File: config.mk
export PLATFORM = sky130hd
export DESIGN_NAME = riscv_v_pipe_ctrl
export DESIGN_NICKNAME = d
export VERILOG_FILES = /design/src/rtl/riscv_v_pkg.sv /design/src/rtl/riscv_v_pipe_ctrl.sv
export SDC_FILE = /design/constraint.sdc
export NUM_CORES = 1
export LEC_CHECK = 0
export CAP_MARGIN = 20
export CORE_AREA = 2 2 39 41
export CTS_BUF_LIST = sky130_fd_sc_hd__clkbuf_8
export CTS_CLUSTER_SIZE = 16
export DETAILED_ROUTE_END_ITERATION = 7
export DIE_AREA = 0 0 41 43
export PLACE_DENSITY_LB_ADDON = 0.15
export SYNTH_ARGS = -nofsm -noshare
export SYNTH_HDL_FRONTEND = slang
export SYNTH_SLANG_ARGS = --single-unit
File: constraint.sdc
create_clock -name clk -period 1.6 [get_ports clk]
set_input_delay 0.16 -clock clk [delete_from_list [all_inputs] [get_ports clk]]
set_output_delay 0.16 -clock clk [all_outputs]
set_load 0.05 [all_outputs]
File: src/rtl/riscv_v_pkg.sv
// Shared types for the vector pipeline sequencing controller.
// The state type is public so upstream sequencers can decode controller state.
package riscv_v_pkg;

   typedef enum logic [1:0] {
      RUN   = 2'd0,
      DRAIN = 2'd1,
      DONE  = 2'd2
   } riscv_v_pipe_state_t;

endpackage

File: src/rtl/riscv_v_pipe_ctrl.sv
// Valid-bit tracker and enable/flush generator for a shared-enable stage chain,
// with a drain sequence that lets an upstream sequencer quiesce the pipe.
module riscv_v_pipe_ctrl
   import riscv_v_pkg::*;
#(
   parameter int NUM_STAGES = 3,
   parameter int OCC_W      = $clog2(NUM_STAGES + 1)
) (
   input  logic                  clk,
   input  logic                  rst,
   input  logic                  in_valid,
   output logic                  in_ready,
   output logic                  out_valid,
   input  logic                  out_ready,
   input  logic                  flush_req,
   input  logic                  drain_req,
   output logic                  drain_done,
   output logic                  stage_en,
   output logic                  stage_flush,
   output logic [NUM_STAGES-1:0] stage_valid,
   output logic [OCC_W-1:0]      occupancy
);

   riscv_v_pipe_state_t   state_q;
   logic [NUM_STAGES-1:0] v_q;
   logic [NUM_STAGES-1:0] v_d;
   logic [OCC_W-1:0]      occ_q;
   logic [OCC_W-1:0]      occ_d;
   logic                  accept;
   logic                  emit;

   // The chain moves only when the tail is empty or being consumed, so bubbles collapse at the tail.
   assign stage_en    = !rst && !flush_req && (!v_q[NUM_STAGES-1] || out_ready);
   assign in_ready    = stage_en && (state_q == RUN);
   assign out_valid   = v_q[NUM_STAGES-1] && !flush_req && !rst;
   assign stage_flush = flush_req;
   assign drain_done  = (state_q == DONE) && !rst;
   assign stage_valid = v_q;
   assign occupancy   = occ_q;
   assign accept      = in_valid && in_ready;
   assign emit        = out_valid && out_ready;

   always_comb begin
      v_d   = v_q;
      occ_d = occ_q;
      if (flush_req) begin
         v_d   = '0;
         occ_d = '0;
      end else if (stage_en) begin
         v_d[0] = accept;
         for (int i = 1; i < NUM_STAGES; i++) begin
            v_d[i] = v_q[i-1];
         end
         case ({accept, emit})
            2'b10:   occ_d = occ_q + OCC_W'(1);
            2'b01:   occ_d = occ_q - OCC_W'(1);
            default: occ_d = occ_q;
         endcase
      end else begin
         v_d   = v_q;
         occ_d = occ_q;
      end
   end

   // A flush while draining counts as emptying the pipe, so DONE comes on the very next cycle.
   always_ff @(posedge clk) begin
      if (rst) begin
         state_q <= RUN;
         v_q     <= '0;
         occ_q   <= '0;
      end else begin
         v_q   <= v_d;
         occ_q <= occ_d;
         case (state_q)
            RUN: begin
               if (drain_req && !flush_req) state_q <= DRAIN;
               else                         state_q <= RUN;
            end
            DRAIN: begin
               if (flush_req || (occ_q == '0)) state_q <= DONE;
               else                            state_q <= DRAIN;
            end
            DONE:    state_q <= RUN;
            default: state_q <= RUN;
         endcase
      end
   end

endmodule

## Yosys cells after proc, flatten, opt, wreduce, memory -nomap -nowiden

Cells that the tools add are included.

- Register bits: 7
- Input port bits: 6
- Output and inout port bits: 10
- Logic and storage cells: 32

- Add/subtract/negate cells: 2
- Eq/ne operators: 4
- Mux-type cells: 4
- Reductions and logical operators: 19

Operators by type and width:

| cell | count |
|---|---|
| logical AND 1 bit | 9 |
| one-hot mux 2 bit (2 select lines) | 2 |
| equality test 2 x 1 -> 1 bit (second input constant) | 2 |
| equality test 2 bit (second input constant) | 2 |
| zero test 2 bit | 2 |
| zero test 1 bit | 3 |
| adder 2 x 1 -> 2 bit (second input constant) | 1 |
| logical OR 1 bit | 2 |
| 2-to-1 mux 2 bit | 1 |
| AND reduction 2 bit | 1 |
| nonzero test 2 bit | 1 |
| OR reduction 2 bit | 1 |
| subtractor 2 x 1 -> 2 bit (second input constant) | 1 |
| 2-to-1 mux 1 bit | 1 |

## Logic depth before layout (Yosys ltp)

- Depth after elaboration: 8
- Mapped depth: 8
- Depth with buffers taken out: 7

## Worst setup path before layout

No wires, ideal clock.

- Kind: flip-flop to flip-flop
- Start: register v_q[2] (netlist: stage_valid[2])
- End: register occ_q[1] (netlist: occupancy[1])
- Setup time: 0.070 ns
- Arrival: 2.619 ns
- Slack: -1.089 ns
- Cell stages (with the launch flop): 8
- Path buffers: 1
- Clock period less this slack: 2.689 ns
- Cell sequence: dfxtp_1 > nor2b_4 > buf_6 > nor2_1 > nand3_1 > ha_1 > or4_1 > a21oi_1

- Cells in the longest elaborated chain, start to end: 8

Ends and longest elaborated chain:

| what | line | source |
|---|---|---|
| start, declared | riscv_v_pipe_ctrl.sv:25 | `logic [NUM_STAGES-1:0] v_q;` |
| start signal, assigned | riscv_v_pipe_ctrl.sv:72 | `v_q <= v_d;` |
| zero test 1 bit * | riscv_v_pipe_ctrl.sv:33 | `assign stage_en = !rst && !flush_req && (!v_q[NUM_STAGES-1] \|\| out_ready);` |
| logical OR 1 bit * | riscv_v_pipe_ctrl.sv:33 |  |
| logical AND 1 bit * | riscv_v_pipe_ctrl.sv:33 |  |
| net stage_en | riscv_v_pipe_ctrl.sv:18 | `output logic stage_en,` |
| logical AND 1 bit | riscv_v_pipe_ctrl.sv:34 | `assign in_ready = stage_en && (state_q == RUN);` |
| logical AND 1 bit | riscv_v_pipe_ctrl.sv:40 | `assign accept = in_valid && in_ready;` |
| equality test 2 x 1 -> 1 bit / equality test 2 bit (equally long branches) | riscv_v_pipe_ctrl.sv:54 | `case ({accept, emit})` |
| nonzero test 2 bit (no line) | -- |  |
| AND reduction 2 bit (no line) | -- |  |
| end signal, assigned | riscv_v_pipe_ctrl.sv:70 | `occ_q <= '0;` |
| end signal, assigned | riscv_v_pipe_ctrl.sv:73 | `occ_q <= occ_d;` |
| end, declared | riscv_v_pipe_ctrl.sv:27 | `logic [OCC_W-1:0] occ_q;` |

Mark *: on every way through the listed nets, which the timed path passes. The rest lies on a longest branch.
A chain may end at the register's enable or synchronous reset.

## Final worst setup path

- Start: register v_q[2] (netlist: stage_valid[2])
- End: register occ_q[1] (netlist: occupancy[1])

- Cells in the longest elaborated chain, start to end: 8

Ends and longest elaborated chain:

| what | line |
|---|---|
| zero test 1 bit | riscv_v_pipe_ctrl.sv:33 |
| logical OR 1 bit | riscv_v_pipe_ctrl.sv:33 |
| logical AND 1 bit | riscv_v_pipe_ctrl.sv:33 |
| logical AND 1 bit | riscv_v_pipe_ctrl.sv:34 |
| logical AND 1 bit | riscv_v_pipe_ctrl.sv:40 |
| equality test 2 x 1 -> 1 bit / equality test 2 bit (equally long branches) | riscv_v_pipe_ctrl.sv:54 |
| nonzero test 2 bit (no line) | -- |
| AND reduction 2 bit (no line) | -- |

Several ways; a longest one is shown, not always the timed one.

==> impl_results.md <==
* Clock buffer depth at 2
* Power density over cell area at around 760 nW/µm²
* Setup violators final at 0
* Worst-margin pin slew at 0.337 ns
* Worst-Skew Late Latency at 0.22 ns
* Port bufs at 15
* Clock root cell: clkbuf_8
* Fin Hold WS at 0.409 ns
* Die area at 1760 µm²
* Crit path from: stage_valid[2]
* Tmin final at between 1.5 and 2 ns
* Yosys cell types at 23
* Post-Synthesis Cell Area at about 360 µm²
* Hold-fix buffers at CTS at 0
* Post-place setup slack at -0.383 ns
* Unrepaired setup endpoints after global routing: yes
* Top cell type by total area after synthesis: dfxtp_1
* First-pass GRT wire length at approximately 1500 µm
* Syn Nets at 49
* Filler cells at 139
* DIE HEIGHT at 43 µm
* Critical R2R Launch: stage_valid[2]
* Slew headroom at 77.0%
* Mapped Cells at 42
* CTS tree: yes
* Post-synth top area share at between 30% and 40%
* Setup WS post-layout at between 0.05 and 0.06 ns
* Vias at 372
* H-tree depth at 1
* Postcts setup bufs at 0
* Avg Cell Area, Syn at 8.46 µm²
* Leak Pwr at 0.284 nW
* Critical path required time at 1.76 ns
* Synth warn at 0
* Critical path class: flop to flop
* Final-report hold violation count at 0
* Most common cell after layout, fill and taps aside: buf_4
* Die extent in x at 41 µm
* Final slew viol count at 0
* WL final at approximately 900 µm
* Starting Density at about a quarter
* Most frequent cells in the layout: buf_4 (14), nor2_1 (6), dfxtp_1 (6), buf_12 (5)
* # IOs at 16
* Antenna violations before repair at 0
* CTS Buf Count at 3
* Peak supply drop at 0.531 mV
* Register bit total from synthesis at 7
* Antenna Cells at 0
* Sequential element share of the synthesized area at 39.4%
* Iter 0 DRT Violations at 5
* Period utilization at 96.3%
* Fmax at 649 MHz
* Remaining DRCs at 0
* Fin nets at between 70 and 80
* Post-DRT Antenna Nets at 0
* Largest net degree at the start of global routing at 8
* R2r setup slk at around 0.059 ns
* Initial DRT Pass Iterations at 4
* Layout Area Growth over Synthesis at 95.1%
* Crit Path Max Fanout at 5
* Vias per cell at 4.48
* Vias in the first global route at between 300 and 400
* Routability Congestion at 0.680
* Grt ovf at 0
* Hold_sp: rst
* CP Launch Type: flop
* Worst Skew at approximately 0.0054 ns
* DR WL/cell at 10.9 µm
* Clock-pin slew on the worst setup and hold paths at 0.04 ns
* Worst min path class: input pin to flop
* Global Route Usage Sum at 12.6%
* Core box area at 1380 µm²
* Status: completed
* Row count at 14
* Setup crit end kind: flop
* Max Cap Violations at 0
* Clock Sinks at 7
* Post-DP HPWL at 704 µm
* Share of layout cells above drive strength 1 at between 40% and 50%
* Critical Path AT at 1.70 ns
* Synth area leaders: dfxtp_1 (39%), nor2_1 (8.5%), a21oi_1 (5.6%), nor2b_4 (3.9%), ha_1 (3.5%)
## cells by family (layout without fill, tap and decap cells)
group | count (synthesis) | count (layout) | synth area share [%]
AOI/OAI and AO/OA | 7 | 7 | 11.6
xor gates and xnor gates | 1 | 1 | 2.47
adders and majority gates | 1 | 1 | 3.52
buffers and inverters | 3 | 28 | 6.34
DFF | 7 | 7 | 39.4
and+or+nand+nor | 23 | 23 | 36.6
## Yosys cell counts, drive strengths merged
cell type / n
or2b: 1
and2: 1
nor3b: 1
o31ai: 1
clkbuf: 1
or4: 1
a2111oi: 1
nor2: 8
dfxtp: 7
buf: 2
nand2: 3
or2: 1
xnor2: 1
ha: 1
nor4b: 1
or3: 1
nand3: 2
nor2b: 1
o21ai: 1
a21oi: 4
and3: 2
## sequential cells by signal, summed over array words and instances (netlist names)
| name | flops |
|---|---|
| occupancy | 2 |
| state_q | 2 |
| stage_valid | 3 |
## metal layers
layer | share of wire [%] | routed length, µm | GRT usage [%]
met4 | 0 | 0 | 2.00
met2 | 50 | 453 | 19.7
met5 | 0 | 0 | 0
met3 | 7.1 | 64 | 6.28
met1 | 43 | 385 | 15.3
## path summary, 6_finish.rpt
kind | end | cells past startpoint
setup / recovery | occupancy[1] | 6
hold / removal | state_q[1] | 3
setup reg to reg | occupancy[1] | 6
hold reg to reg | stage_valid[0] | 2
## worst max-delay path, stage by stage, from the launching register on
cell	delay, ns
dfxtp_4	0.34
nor2b_4	0.13
nor2_4	0.09
nand3_2	0.08
ha_4	0.22
or4_1	0.48
a21oi_2	0.12
## area by class of cell
type	count	area (µm²)	area share [%]
clock buffer	3	41.3	5.96
clock inverter	1	3.75	0.542
multi-input combinational	32	231	33.4
sequential	7	144	20.8
tap	16	20.0	2.89
timing repair buffer	24	253	36.5
## per-stage QoR
step | std cells | cell area (µm²) | utilization [%] | total power [mW] | TNS (ns)
after floorplan | 42 | 389 | - | 0.231 | -0.541
after detailed placement | 79 | 642 | 46.4 | 0.288 | -0.631
after global routing | 83 | 693 | 50.1 | 0.548 | -0.0206
after global placement | 79 | 642 | 46.4 | 0.289 | -0.619
after CTS | 83 | 686 | 49.5 | 0.528 | 0
final | 83 | 693 | 50.1 | 0.524 | 0
## where the power goes
| group | internal, mW | total, mW | switching (mW) | leakage, nW |
|---|---|---|---|---|
| clock | 0.166 | 0.239 | 0.0734 | 0.0269 |
| combinational | 0.0514 | 0.103 | 0.0518 | 0.199 |
| sequential | 0.178 | 0.182 | 0.00342 | 0.0576 |
| total | 0.395 | 0.524 | 0.129 | 0.284 |
## repair_timing
| item | 4_1_cts | 5_1_grt |
|---|---|---|
| pin swaps | 0 | 0 |
| resized for setup | 4 | 3 |
| endpoints found under the setup margin | 2 | 1 |
No activity file was read; power rests on OpenSTA's default activity.
